--- src/rtl/state_invariant_monitor.sv ---
// state_invariant_monitor: checks a result bus against the expected carry-save output of operands sampled LATENCY cycles earlier.
// Latency: compare happens LATENCY cycles after a sample is accepted; its outcome is registered and visible one cycle later.
// Backpressure: none; en only gates new samples, samples already in flight always drain and are checked.
module state_invariant_monitor #(
  parameter int WIDTH    = 64,
  parameter int LATENCY  = 1,
  parameter int INV_MODE = 0,
  parameter int CNT_W    = 16
) (
  input  logic             clk,
  input  logic             reset_n,
  input  logic             en,
  input  logic             clr,
  input  logic             vld_in,
  input  logic [WIDTH-1:0] final_c,
  input  logic [WIDTH-1:0] final_s,
  input  logic             stage_reset,
  input  logic [WIDTH-1:0] res,
  output logic             chk_vld,
  output logic             ok,
  output logic             fail,
  output logic [CNT_W-1:0] err_cnt,
  output logic [WIDTH-1:0] first_exp,
  output logic [WIDTH-1:0] first_act,
  output logic [1:0]       state
);

  typedef enum logic [1:0] {
    ST_IDLE = 2'd0,
    ST_RUN  = 2'd1,
    ST_FAIL = 2'd2
  } state_e;

  localparam logic [CNT_W-1:0] CNT_MAX = '1;

  // Delay line: one valid bit and one expected value per stage; last stage is the head.
  logic [LATENCY-1:0] line_vld_q;
  logic [WIDTH-1:0]   line_exp_q [LATENCY];

  logic               push;
  logic [WIDTH-1:0]   sample_exp;
  logic               head_vld;
  logic [WIDTH-1:0]   head_exp;
  logic               mismatch;
  logic               line_empty;

  logic               chk_vld_q;
  logic               ok_q;
  logic               fail_q;
  logic [CNT_W-1:0]   err_cnt_q;
  logic [WIDTH-1:0]   first_exp_q;
  logic [WIDTH-1:0]   first_act_q;
  state_e             state_q;

  assign push       = vld_in & en;
  assign head_vld   = line_vld_q[LATENCY-1];
  assign head_exp   = line_exp_q[LATENCY-1];
  assign mismatch   = head_vld && (head_exp != res);
  // Includes the head being compared this cycle, so RUN drops to IDLE only once the line has fully drained.
  assign line_empty = ~|line_vld_q;

  // Expected result of the current operand sample; carry-out beyond WIDTH is dropped by the sum width.
  always_comb begin
    sample_exp = '0;
    if (!stage_reset) begin
      if (INV_MODE == 1) begin
        sample_exp = final_c + final_s;
      end else begin
        sample_exp = ~final_c + ~final_s;
      end
    end
  end

  // Shift the delay line every cycle; clr drops every in-flight sample and any same-cycle push.
  always_ff @(posedge clk or negedge reset_n) begin
    if (!reset_n) begin
      line_vld_q <= '0;
      for (int i = 0; i < LATENCY; i++) begin
        line_exp_q[i] <= '0;
      end
    end else if (clr) begin
      line_vld_q <= '0;
    end else begin
      line_vld_q[0] <= push;
      line_exp_q[0] <= sample_exp;
      for (int i = 1; i < LATENCY; i++) begin
        line_vld_q[i] <= line_vld_q[i-1];
        line_exp_q[i] <= line_exp_q[i-1];
      end
    end
  end

  // Control FSM with registered check outputs, sticky failure, saturating count and first-failure capture.
  always_ff @(posedge clk or negedge reset_n) begin
    if (!reset_n) begin
      chk_vld_q   <= 1'b0;
      ok_q        <= 1'b1;
      fail_q      <= 1'b0;
      err_cnt_q   <= '0;
      first_exp_q <= '0;
      first_act_q <= '0;
      state_q     <= ST_IDLE;
    end else if (clr) begin
      chk_vld_q   <= 1'b0;
      ok_q        <= 1'b1;
      fail_q      <= 1'b0;
      err_cnt_q   <= '0;
      first_exp_q <= '0;
      first_act_q <= '0;
      state_q     <= ST_IDLE;
    end else begin
      chk_vld_q <= head_vld;
      if (head_vld) begin
        ok_q <= ~mismatch;
      end
      if (mismatch) begin
        fail_q <= 1'b1;
        if (err_cnt_q != CNT_MAX) begin
          err_cnt_q <= err_cnt_q + CNT_W'(1);
        end
        // Capture only the mismatch that first raises fail; later ones leave the debug pair frozen.
        if (!fail_q) begin
          first_exp_q <= head_exp;
          first_act_q <= res;
        end
      end
      case (state_q)
        ST_IDLE: begin
          if (mismatch) begin
            state_q <= ST_FAIL;
          end else if (en) begin
            state_q <= ST_RUN;
          end
        end
        ST_RUN: begin
          if (mismatch) begin
            state_q <= ST_FAIL;
          end else if (!en && line_empty) begin
            state_q <= ST_IDLE;
          end
        end
        ST_FAIL: begin
          state_q <= ST_FAIL;
        end
        default: begin
          state_q <= ST_IDLE;
        end
      endcase
    end
  end

  assign chk_vld   = chk_vld_q;
  assign ok        = ok_q;
  assign fail      = fail_q;
  assign err_cnt   = err_cnt_q;
  assign first_exp = first_exp_q;
  assign first_act = first_act_q;
  assign state     = state_q;

endmodule

--- config.mk ---
export PLATFORM = sky130hd
export DESIGN_NAME = state_invariant_monitor
export DESIGN_NICKNAME = d
export VERILOG_FILES = /design/src/rtl/state_invariant_monitor.sv
export SDC_FILE = /design/constraint.sdc
export NUM_CORES = 1
export LEC_CHECK = 0
export ABC_AREA = 1
export CORE_ASPECT_RATIO = 0.8
export CORE_MARGIN = 4
export CORE_UTILIZATION = 25
export DETAILED_ROUTE_END_ITERATION = 10
export GPL_TIMING_DRIVEN = 0
export PLACE_DENSITY_LB_ADDON = 0.25
export SYNTH_ARGS = -nofsm -noshare
export SYNTH_HDL_FRONTEND = slang
export SYNTH_SLANG_ARGS = --single-unit
--- constraint.sdc ---
create_clock -name clk -period 2 [get_ports clk]
set_clock_uncertainty 0.1 [all_clocks]
set_input_delay 0.3 -clock clk [delete_from_list [all_inputs] [get_ports clk]]
set_output_delay 0.3 -clock clk [all_outputs]
set_load 0.01 [all_outputs]
==> flow_metrics.tcl <==
set metrics [dict create \
    status "finished with violations" \
    failed_checks "negative setup slack" \
    num-nets-final 3589 \
    r2r-end "first_exp[38]$_DFFE_PN0P_" \
    ws_path_type "reg -> reg" \
    finalHoldViolCount 0 \
    syn_to_final_growth_pct 57.30 \
    floorplan.die.width_um 296.6 \
    finalCriticalPeriod_ps 2237 \
    floorplan.die_area_mm2 0.07086 \
    critPathMaxFanout 6 \
    power.static_leakage_nw 14.00 \
    cts-buffers-inserted 25 \
    synthesized_netlist_net_count 3121 \
    fmax_mhz 447.1 \
    crit_arrival_ps 2560 \
    fin_ws_ps -236.9 \
    totalWireLength_mm 71.74 \
    regToRegStartpoint "head_exp[50]$_DFFE_PN0N_" \
    tritoncts "yes" \
    ctsRootBufferMaster "sky130_fd_sc_hd__clkbuf_16" \
    drc 0 \
    r2r_cell_count 16 \
    synth.yosys.warnings 0 \
    syn-mean-instance-area_um2 5.830 \
    ant_nets 0 \
    holdPathStages 6 \
    die-height_um 238.9 \
    detail_route.wl_per_cell_um 17.05 \
    path_clk_slew_ps 60 \
    grt_use_total_pct 19.35 \
    drive_above_1_share_pct 24.83 \
    tightestPinTransition_ps 890.9 \
    maximum_number_of_pins_on_one_net_before_global_route_repair 110 \
    total_power_mw 15.24 \
    synth.distinct_cells 31 \
    route.detailed.vias_per_inst 4.367 \
    dp_hpwl_mm 57.46 \
    num_vias 18370 \
    number_of_antenna_violations_at_the_first_check_in_global_routing 5 \
    postSynthRegisterBits 214 \
    finish_stage_setup_viols 144 \
    grt_setup_unrepaired "yes" \
    global_route.overflow_total 0 \
    period_share_pct 111.8 \
    synthesized_netlist_cell_count 2858 \
    cts_num_sinks 214 \
    clk_latency_ps 530 \
    final.setup.tns_ps -25120 \
    worst_hold_startpoint "final_c[9]" \
    irDropWorstVdd_mv 0.6505 \
    grt_first_pass_wirelength_mm 104.6 \
    portBuffers 346 \
    timing.final.max_slew_violations 0 \
    cts.path.max_buffers 3 \
    worst_setup_path_start_kind "flop" \
    preCtsSetupSlack_ps -1629 \
    worstHoldEndpoint "head_exp[9]$_DFFE_PN0N_" \
    drtPass1Iterations 5 \
    crit_required_ps 2320 \
    number_of_max_cap_violations 0 \
    power.density_cell_area_mw_per_mm2 581.4 \
    row_count 84 \
    hold_path.class "in -> reg" \
    r2r_slack_ps -240 \
    number_of_global_route_vias_before_repair 17480 \
    netlist_area_mm2 0.01666 \
    slew_headroom_pct 40.61 \
    start_util_pct 25.28 \
    floorplan.core_area_mm2 0.06590 \
    clock_tree.htree_level_count 1 \
    routabilityCongestion 0.8878 \
    synth_seq_area_share_pct 32.15 \
    worstSetupEndpointType "flop" \
    drt_first_iter_violations 1022 \
    io_pins 347 \
]
==> logic make-up after synthesis <==
group | synth area share (%)
flops | 32.15
simple gates | 42.05
compound gates | 4.220
buf+inv | 15.44
fa+ha+maj | 4.926
xor+xnor | 1.209
==> registers in the layout, indices dropped and copies added (netlist names) <==
name	flops
err_cnt	16
first_act	64
head_exp	64
ok	1
chk_vld	1
head_vld	1
fail	1
first_exp	64
state	2
==> per-layer routing <==
layer,track usage [%],wire length [um]
met3,1.468,3282
met5,0,0
met4,3.156,968
met2,31.06,31970
met1,28.91,35520
==> synth_stat cells, drive strengths merged <==
master | count | area share (%)
and2 | 2 | 0.075
nor2 | 316 | 7.1
dfrtp | 213 | 32
fa | 1 | 0.12
nor3 | 16 | 0.48
nand3b | 9 | 0.41
o21a | 2 | 0.090
a21boi | 2 | 0.090
xor2 | 20 | 1.1
nand2 | 1169 | 26
nand4 | 12 | 0.45
o32ai | 1 | 0.053
nor3b | 1 | 0.045
o21bai | 2 | 0.090
o22ai | 11 | 0.41
or2 | 10 | 0.38
ha | 64 | 4.8
xnor2 | 3 | 0.16
clkbuf | 40 | 0.90
buf | 36 | 1.3
o21ai | 54 | 1.6
nand3 | 223 | 6.7
nor4 | 1 | 0.038
a21oi | 62 | 1.9
inv | 587 | 13
dfstp | 1 | 0.16
==> metrics by stage <==
| step | cells | utilization, % | hold WS (ps) | area [um2] |
|---|---|---|---|---|
| 6_report | 4207 | 39.77 | 244.2 | 26210 |
| 3_3_place_gp | 4064 | 32.19 | 353.2 | 21210 |
| 4_1_cts | 4137 | 36.22 | 222.0 | 23870 |
| 5_1_grt | 4206 | 39.77 | 249.8 | 26210 |
| 2_1_floorplan | 2858 | - | -95.59 | 16670 |
| 3_5_place_dp | 4065 | 32.24 | 338.1 | 21240 |
==> worst max-delay path, stage by stage, from the launching register on <==
cell and delay [ps]:
sky130_fd_sc_hd__dfrtp_1 400, sky130_fd_sc_hd__inv_2 60, sky130_fd_sc_hd__nand2_2 50, sky130_fd_sc_hd__nand2_2 60
sky130_fd_sc_hd__nor2_4 130, sky130_fd_sc_hd__nand2_1 70, sky130_fd_sc_hd__nor2_2 160, sky130_fd_sc_hd__nand2_2 90
sky130_fd_sc_hd__nor2_1 110, sky130_fd_sc_hd__nand2_1 100, sky130_fd_sc_hd__nand2_4 110, sky130_fd_sc_hd__nand2_8 80
sky130_fd_sc_hd__buf_12 160, sky130_fd_sc_hd__clkbuf_16 160, sky130_fd_sc_hd__clkbuf_16 160, sky130_fd_sc_hd__nand3_2 60
sky130_fd_sc_hd__nand2_1 50
==> cell usage in the layout, fill, tap and decap left out, types with 32 or more instances in the layout <==
cell type	netlist	final
sky130_fd_sc_hd__ha_4	0	58
sky130_fd_sc_hd__nand3_1	223	152
sky130_fd_sc_hd__dlymetal6s2s_1	0	48
sky130_fd_sc_hd__clkdlybuf4s50_1	0	293
sky130_fd_sc_hd__inv_2	18	97
sky130_fd_sc_hd__nand2_2	2	179
sky130_fd_sc_hd__nor2_4	0	52
sky130_fd_sc_hd__inv_1	569	489
sky130_fd_sc_hd__nor2_2	0	32
sky130_fd_sc_hd__nor2_1	316	232
sky130_fd_sc_hd__dfrtp_1	213	197
sky130_fd_sc_hd__buf_4	4	75
sky130_fd_sc_hd__nand2_4	0	56
sky130_fd_sc_hd__nand2_1	1167	931
sky130_fd_sc_hd__nand3_2	0	57
==> worst max path at each step <==
| stage | from | end | depth (start not counted) | slack, ps |
|---|---|---|---|---|
| 2_1_floorplan | final_c[0] | head_exp[28]$_DFFE_PN0N_ | 14 | 20 |
| 3_3_place_gp | reset_n | first_act[49]$_DFFE_PN0P_ | 1 | -9250 |
| 3_5_place_dp | clr | err_cnt[11]$_DFFE_PN0P_ | 7 | -1630 |
| 4_1_cts | head_exp[50]$_DFFE_PN0N_ | err_cnt[6]$_DFFE_PN0P_ | 16 | -250 |
| 5_1_grt | head_exp[53]$_DFFE_PN0N_ | first_exp[29]$_DFFE_PN0P_ | 16 | -380 |
| 6_report | head_exp[50]$_DFFE_PN0N_ | first_exp[38]$_DFFE_PN0P_ | 16 | -240 |
==> area by class of cell <==
type / instances / area [um2]
antenna: 4 / 10.01
buffer: 76 / 596.8
clock buffer: 32 / 661.9
clock inverter: 12 / 92.59
fill: 7077 / 39690
inverter: 587 / 2206
multi-input combinational: 1981 / 11730
sequential: 214 / 5376
tap: 860 / 1076
timing repair buffer: 441 / 4456
==> report_power, final <==
group | internal, mW | switching (mW)
sequential | 4.77 | 0.344
combinational | 2.48 | 3.27
clock | 2.46 | 1.92
==> what timing repair did <==
action / CTS / global route
resized for setup: 421 / 578
hold buffers: 1 / 0
pin swaps: 47 / 226
setup endpoints to repair: 215 / 210
endpoints found under the hold margin: 105 / 0
gates cloned: 2 / 3
setup buffers: 25 / 64
Note: power is estimated with default switching activity, not from simulation.
